## config.mk

```make
export PLATFORM = sky130hd
export DESIGN_NAME = multilane_addr_gen
export DESIGN_NICKNAME = d
export VERILOG_FILES = /design/src/rtl/multilane_addr_gen.sv
export SDC_FILE = /design/constraint.sdc
export NUM_CORES = 1
export LEC_CHECK = 0
export ABC_AREA = 1
export CAP_MARGIN = 20
export CELL_PAD_IN_SITES_DETAIL_PLACEMENT = 0
export CELL_PAD_IN_SITES_GLOBAL_PLACEMENT = 1
export CORE_ASPECT_RATIO = 0.5
export CORE_UTILIZATION = 30
export DETAILED_ROUTE_END_ITERATION = 12
export PLACE_DENSITY_LB_ADDON = 0.05
export SETUP_SLACK_MARGIN = 0.5
export SLEW_MARGIN = 20
export SYNTH_ARGS = -nofsm -noshare
export SYNTH_HDL_FRONTEND = slang
export SYNTH_SLANG_ARGS = --single-unit
```

## constraint.sdc

```tcl
create_clock -name clk -period 4.72 [get_ports clk]
set_input_delay 1.416 -clock clk [delete_from_list [all_inputs] [get_ports clk]]
set_output_delay 1.416 -clock clk [all_outputs]
set_load 0.02 [all_outputs]
```

## src/rtl/multilane_addr_gen.sv

```systemverilog
// multilane_addr_gen
// Emits LANES consecutive word addresses per beat, starting at a run-time base,
// for a run-time word count, over a valid/ready handshake.
// All state advances on the falling edge of clk. The partial final beat is
// marked through lane_en. The outputs are a pure decode of state, cur and rem,
// so ready only steers the next state.
module multilane_addr_gen #(
  parameter int ADDR_W = 14,
  parameter int LANES  = 8
) (
  input  logic                      clk,
  input  logic                      reset,
  input  logic                      start,
  input  logic [ADDR_W-1:0]         cfg_base,
  input  logic [ADDR_W:0]           cfg_count,
  input  logic                      ready,
  output logic [LANES*ADDR_W-1:0]   addr,
  output logic [LANES-1:0]          lane_en,
  output logic                      valid,
  output logic                      last,
  output logic                      busy,
  output logic                      done
);

  typedef enum logic [1:0] {
    IDLE = 2'd0,
    RUN  = 2'd1,
    DONE = 2'd2
  } state_t;

  localparam logic [ADDR_W:0]   LANES_REM  = (ADDR_W+1)'(LANES);
  localparam logic [ADDR_W-1:0] LANES_ADDR = ADDR_W'(LANES);

  state_t              state_r;
  state_t              state_s;
  logic [ADDR_W-1:0]   cur_r;
  logic [ADDR_W:0]     rem_r;
  logic                start_ok_s;
  logic                xfer_s;
  logic                last_s;

  // A start only counts while idle or done. A beat moves when RUN meets ready.
  // The beat is final once no more than one beat's worth of words remains.
  assign start_ok_s = start && ((state_r == IDLE) || (state_r == DONE));
  assign xfer_s     = (state_r == RUN) && ready;
  assign last_s     = (rem_r <= LANES_REM);

  // State register, with synchronous active-low reset on the falling edge
  always_ff @(negedge clk) begin
    if (!reset) begin
      state_r <= IDLE;
    end else begin
      state_r <= state_s;
    end
  end

  // Next-state decode: launch, finish on the last transfer, ignore start in RUN
  always_comb begin
    state_s = state_r;
    case (state_r)
      IDLE, DONE: begin
        if (start) begin
          state_s = (cfg_count != {(ADDR_W+1){1'b0}}) ? RUN : DONE;
        end else begin
          state_s = state_r;
        end
      end
      RUN: begin
        if (ready && last_s) begin
          state_s = DONE;
        end else begin
          state_s = RUN;
        end
      end
      default: state_s = IDLE;
    endcase
  end

  // Address and word-count datapath. cur stays on the last beat when the run ends.
  always_ff @(negedge clk) begin
    if (!reset) begin
      cur_r <= {ADDR_W{1'b0}};
      rem_r <= {(ADDR_W+1){1'b0}};
    end else if (start_ok_s) begin
      cur_r <= cfg_base;
      rem_r <= cfg_count;
    end else if (xfer_s) begin
      if (last_s) begin
        rem_r <= {(ADDR_W+1){1'b0}};
      end else begin
        cur_r <= cur_r + LANES_ADDR;
        rem_r <= rem_r - LANES_REM;
      end
    end else begin
      cur_r <= cur_r;
      rem_r <= rem_r;
    end
  end

  // Output decode. IDLE is reached only through reset, so addr reads zero there.
  always_comb begin
    addr    = {(LANES*ADDR_W){1'b0}};
    lane_en = {LANES{1'b0}};
    valid   = (state_r == RUN);
    busy    = (state_r == RUN);
    done    = (state_r == DONE);
    last    = (state_r == RUN) && last_s;
    for (int i = 0; i < LANES; i++) begin
      if (state_r == IDLE) begin
        addr[i*ADDR_W +: ADDR_W] = {ADDR_W{1'b0}};
      end else begin
        addr[i*ADDR_W +: ADDR_W] = cur_r + ADDR_W'(i);
      end
      lane_en[i] = (state_r == RUN) && ((ADDR_W+1)'(i) < rem_r);
    end
  end

endmodule

```

# [Word-level counts from Yosys, hierarchy flattened]
# Cells that the tools add are included.
[totals] regBits=31 latchBits=0 mem_bits_rw=0 rom_bits=0 output_inout_bits=124 elab_cells=61 memories=0
[op_classes] add_sub_neg=9 n_mul=0 n_div=0 n_lt_le_gt_ge=9 n_eq_ne=4 n_shift=0 muxes=18 bitwise_logic=0 reduce_logical=18
[op_table] operator="2-to-1 mux 14 bit" n=11
[op_table] operator="< comparator 3 x 15 -> 1 bit (first input constant)" n=4
[op_table] operator="adder 14 x 3 -> 14 bit (second input constant)" n=4
[op_table] operator="2-to-1 mux 15 bit" n=3
[op_table] operator="< comparator 1 x 15 -> 1 bit (first input constant)" n=2
[op_table] operator="< comparator 2 x 15 -> 1 bit (first input constant)" n=2
[op_table] operator="adder 14 x 2 -> 14 bit (second input constant)" n=2
[op_table] operator="less-or-equal comparator 15 x 4 -> 1 bit (second input constant)" n=1
[op_table] operator="nonzero test 15 bit" n=1
[op_table] operator="subtractor 15 x 4 -> 15 bit (second input constant)" n=1
[op_table] operator="adder 14 x 1 -> 14 bit (second input constant)" n=1
[op_table] operator="adder 14 x 4 -> 14 bit (second input constant)" n=1
[op_table] operator="logical AND 1 bit" n=12
[op_table] operator="2-to-1 mux 2 bit" n=3
[op_table] operator="inequality test 2 bit (second input constant)" n=2
[op_table] operator="case mux 2 bit (2 select lines)" n=1
[op_table] operator="equality test 2 x 1 -> 1 bit (second input constant)" n=1
[op_table] operator="equality test 2 bit (second input constant)" n=1
[op_table] operator="logical NOT 2 bit" n=1
[op_table] operator="AND reduction 2 bit" n=1
[op_table] operator="nonzero test 2 bit" n=1
[op_table] operator="OR reduction 2 bit" n=1
[op_table] operator="logical OR 1 bit" n=1

# [Logic depth before layout (Yosys ltp)]
[logic_depth] ltp_word=5 depth_mapped=12 ltp_nobuf=11

==> impl_metrics.toml <==
[detailed_routing]
routed_wl_mm = 30.9
ant_nets = 0
drc = 0
vias = 7829
drtIter0Drc = 634
routedWlPerCell_um = 23.1
first_pass_iters = 5
viasPerCell = 5.86

[cells_and_area]
nFillCells = 334
final_common_cell = "buf_4"
fin_area_um2 = 11300
mostFrequentLayoutCells = "buf_4, buf_6, inv_1, nand2_1, a21oi_2"
final_cells = 1336
syn_to_final_growth_pct = 201
drive_gt1_share_pct = 77.4
fin_nets = 1213

[worst_hold_path]
hold_start = "rem_r[3]$_SDFFE_NN0P_"
hold_depth = 2
min_to = "rem_r[3]$_SDFFE_NN0P_"
hold_path.class = "reg -> reg"

[yosys]
synthAdderAreaFrac_pct = 3.99
syn_nets = 726
ys_seq_area_share_pct = 16.5
synth_xor_area_share_pct = 1.86
synth_cell_types = 45
synth_top_family_by_area = "simple AND/OR/NAND/NOR gates"
synth-compound-area-share_pct = 26.2
netlist_instances = 681
muxShareOfSynthArea_pct = 0
yosys_warnings = 0
ys_ff_latch = 31
synthSimpleGateAreaFrac_pct = 35.7
syn_avg_cell_area_um2 = 5.52
syn-cell-area_um2 = 3760

[die]
die_w_um = 160
dieHeight_um = 81.2
start_util_pct = 31.3
die_area_um2 = 13000
rows = 28
ios = 157
coreArea_um2 = 12000

[sta]
fin_worst_skew_ns = 0.0537
drv_slew = 0
slew_headroom_pct = 68.5
rsz0062_at_grt = "yes"
tightestPinTransition_ns = 0.472
tns_ns = -110.58
setup_viol = 124
hold_viol_final = 0
setup_slack_ns = -1.18
holdWs_ns = 0.589

[clock_tree]
cts_sinks = 31
clk_path_buf_depth = 2
cts_buffers = 5
tritoncts = "done"
htree_levels = 2
root_buffer = "clkbuf_16"
clock_latency_ns = 0.41
clk_pin_slew_worst_paths_ns = 0.04

[grt]
grt_pass1_wl_mm = 33.4
grt_pass1_vias = 6420
grt_use_met1_pct = 39.9
grt_overflow = 0
antenna_found_initial = 2
busiest_layer = "met2"
track_usage_pct = 32.7
use_met2_pct = 59.4
grt_max_degree = 16
use_met3_pct = 5.31

[setup_path]
required_ns = 3.30
critPathBufInv = 6
cp_data_arrival_time_ns = 4.48
crit_chain = "clkinvlp_4 -> buf_4 -> buf_6 -> nor2_2 -> inv_1 -> nor3_2 -> o22ai_1 -> inv_1 -> buf_4"
critPathSlowestCell = "dfxtp_4"
worst_setup_path_start_kind = "flip-flop"
cp_top_family = "buffers and inverters"
reg2reg_depth = 13
cp_max_fo = 5
endpoint_kind = "output port"
slowest_delay_ns = 0.37
path_class = "reg -> out"
reg2reg_to = "cur_r[7]$_SDFFE_NN0P_"
worstReg2RegStart = "state_r[1]$_SDFFE_NN0P_"
r2r_setup_slack_ns = 2.79

[power_and_ir_drop]
irDropWorstVdd_v = 0.000186
p_clk_share_pct = 19.8
p_int_mw = 1.46
power_switching_share_pct = 47.3
p_comb_share_pct = 68.2
p_per_area_nw_per_um2 = 244
seqPwrFrac_pct = 12.0
p_switching_mw = 1.30
leakage_nw = 5.10

[run]
maxCapViolCount = 0

[outcome]
violations = "setup timing"
outcome = "complete, but fails checks"

[place]
gp_congestion = 0.925
place_area_um2 = 8110
port_buffers = 156
placed_cells = 1165
dp_hpwl_mm = 14.5
## tightest hold or removal path, delay by kind of cell, from the launching register on
kind	cells	cell delay, ns
simple gates	1	0.10
compound gates	1	0.13
flops	1	0.33
## per-layer routing
| metal | routed length, µm | part of all wire, % |
|---|---|---|
| met4 | 2420 | 7.8 |
| met2 | 14700 | 48 |
| met3 | 3180 | 10 |
| met5 | 0 | 0 |
| met1 | 10600 | 34 |
## cell usage after synthesis (all sizes together)
cell | number | area [µm²]
nand2 | 144 | 561
nor2 | 119 | 509
inv | 96 | 363
a21oi | 94 | 474
o21ai | 52 | 260
dfxtp | 31 | 621
buf | 24 | 154
nand3 | 23 | 138
clkbuf | 15 | 57.6
o22ai | 13 | 81.3
ha | 12 | 150
nor3 | 12 | 60.1
nand4 | 8 | 50.1
xor2 | 7 | 61.3
a22oi | 5 | 37.5
o31ai | 5 | 42.5
a31oi | 4 | 25.0
clkinv | 4 | 16.3
a211oi | 2 | 15.0
o21a | 2 | 15.0
or2 | 2 | 12.5
a311oi | 1 | 8.76
nand3b | 1 | 7.51
nor4 | 1 | 6.26
o211a | 1 | 10.0
o211ai | 1 | 7.51
o21bai | 1 | 7.51
xnor2 | 1 | 8.76
## power by group through the flow
stage / combinational [mW] / sequential [mW] / clock (mW)
2_1_floorplan: 0.705 / 0.334 / 0.0413
3_3_place_gp: 1.24 / 0.323 / 0.0413
3_5_place_dp: 1.25 / 0.325 / 0.0413
4_1_cts: 1.49 / 0.326 / 0.511
5_1_grt: 1.94 / 0.332 / 0.583
6_report: 1.88 / 0.331 / 0.547
## how the worst max path moves through the flow
| stage | to | slack [ns] | cells after the start | from |
|---|---|---|---|---|
| 6_report | addr[69] | -1.18 | 9 | cur_r[2]$_SDFFE_NN0P_ |
| 5_1_grt | addr[69] | -1.21 | 9 | cur_r[2]$_SDFFE_NN0P_ |
| 4_1_cts | addr[105] | -1.03 | 8 | cur_r[2]$_SDFFE_NN0P_ |
| 3_5_place_dp | addr[108] | -1.05 | 8 | cur_r[2]$_SDFFE_NN0P_ |
| 3_3_place_gp | addr[83] | -1.03 | 9 | cur_r[2]$_SDFFE_NN0P_ |
| 2_1_floorplan | addr[80] | -0.58 | 8 | cur_r[2]$_SDFFE_NN0P_ |
## cell families after synthesis
group,after synthesis
buf+inv,139
compound gates,181
flops,31
simple gates,310
fa+ha+maj,12
xor+xnor,8
## what timing repair did
item | in CTS | in global routing
gates resized for setup | 967 | 306
endpoints found under the setup margin | 155 | 152
cloned | 4 | 2
pin swaps | 97 | 123
buffers inserted | 68 | 57
hold buffers | 0 | 0
hold endpoints to repair | 0 | 0
## state kept, by name, summed over array words and instances, names as in the netlist
name and flops:
cur_r 14, rem_r 15, state_r 2
## cell type report
type	instances	area, µm²	share of cell area [%]
Antenna cell	2	5.00	0.0443
Timing Repair inverter	2	27.5	0.243
Clock inverter	34	161	1.43
Tap cell	165	206	1.83
Multi-Input combinational cell	512	4720	41.7
Timing Repair Buffer	486	4900	43.4
Sequential cell	31	667	5.90
Clock buffer	5	125	1.11
Inverter	99	493	4.36
## per-stage QoR
step	total power [mW]	utilization, %	setup slack [ns]
floorplan	1.08	-	-0.581
global placement	1.60	67.5	-1.03
detailed placement	1.61	67.5	-1.05
CTS	2.33	80.9	-1.03
global route	2.85	94.1	-1.21
finish	2.76	94.1	-1.18
Note: power is estimated with default switching activity, not from simulation.
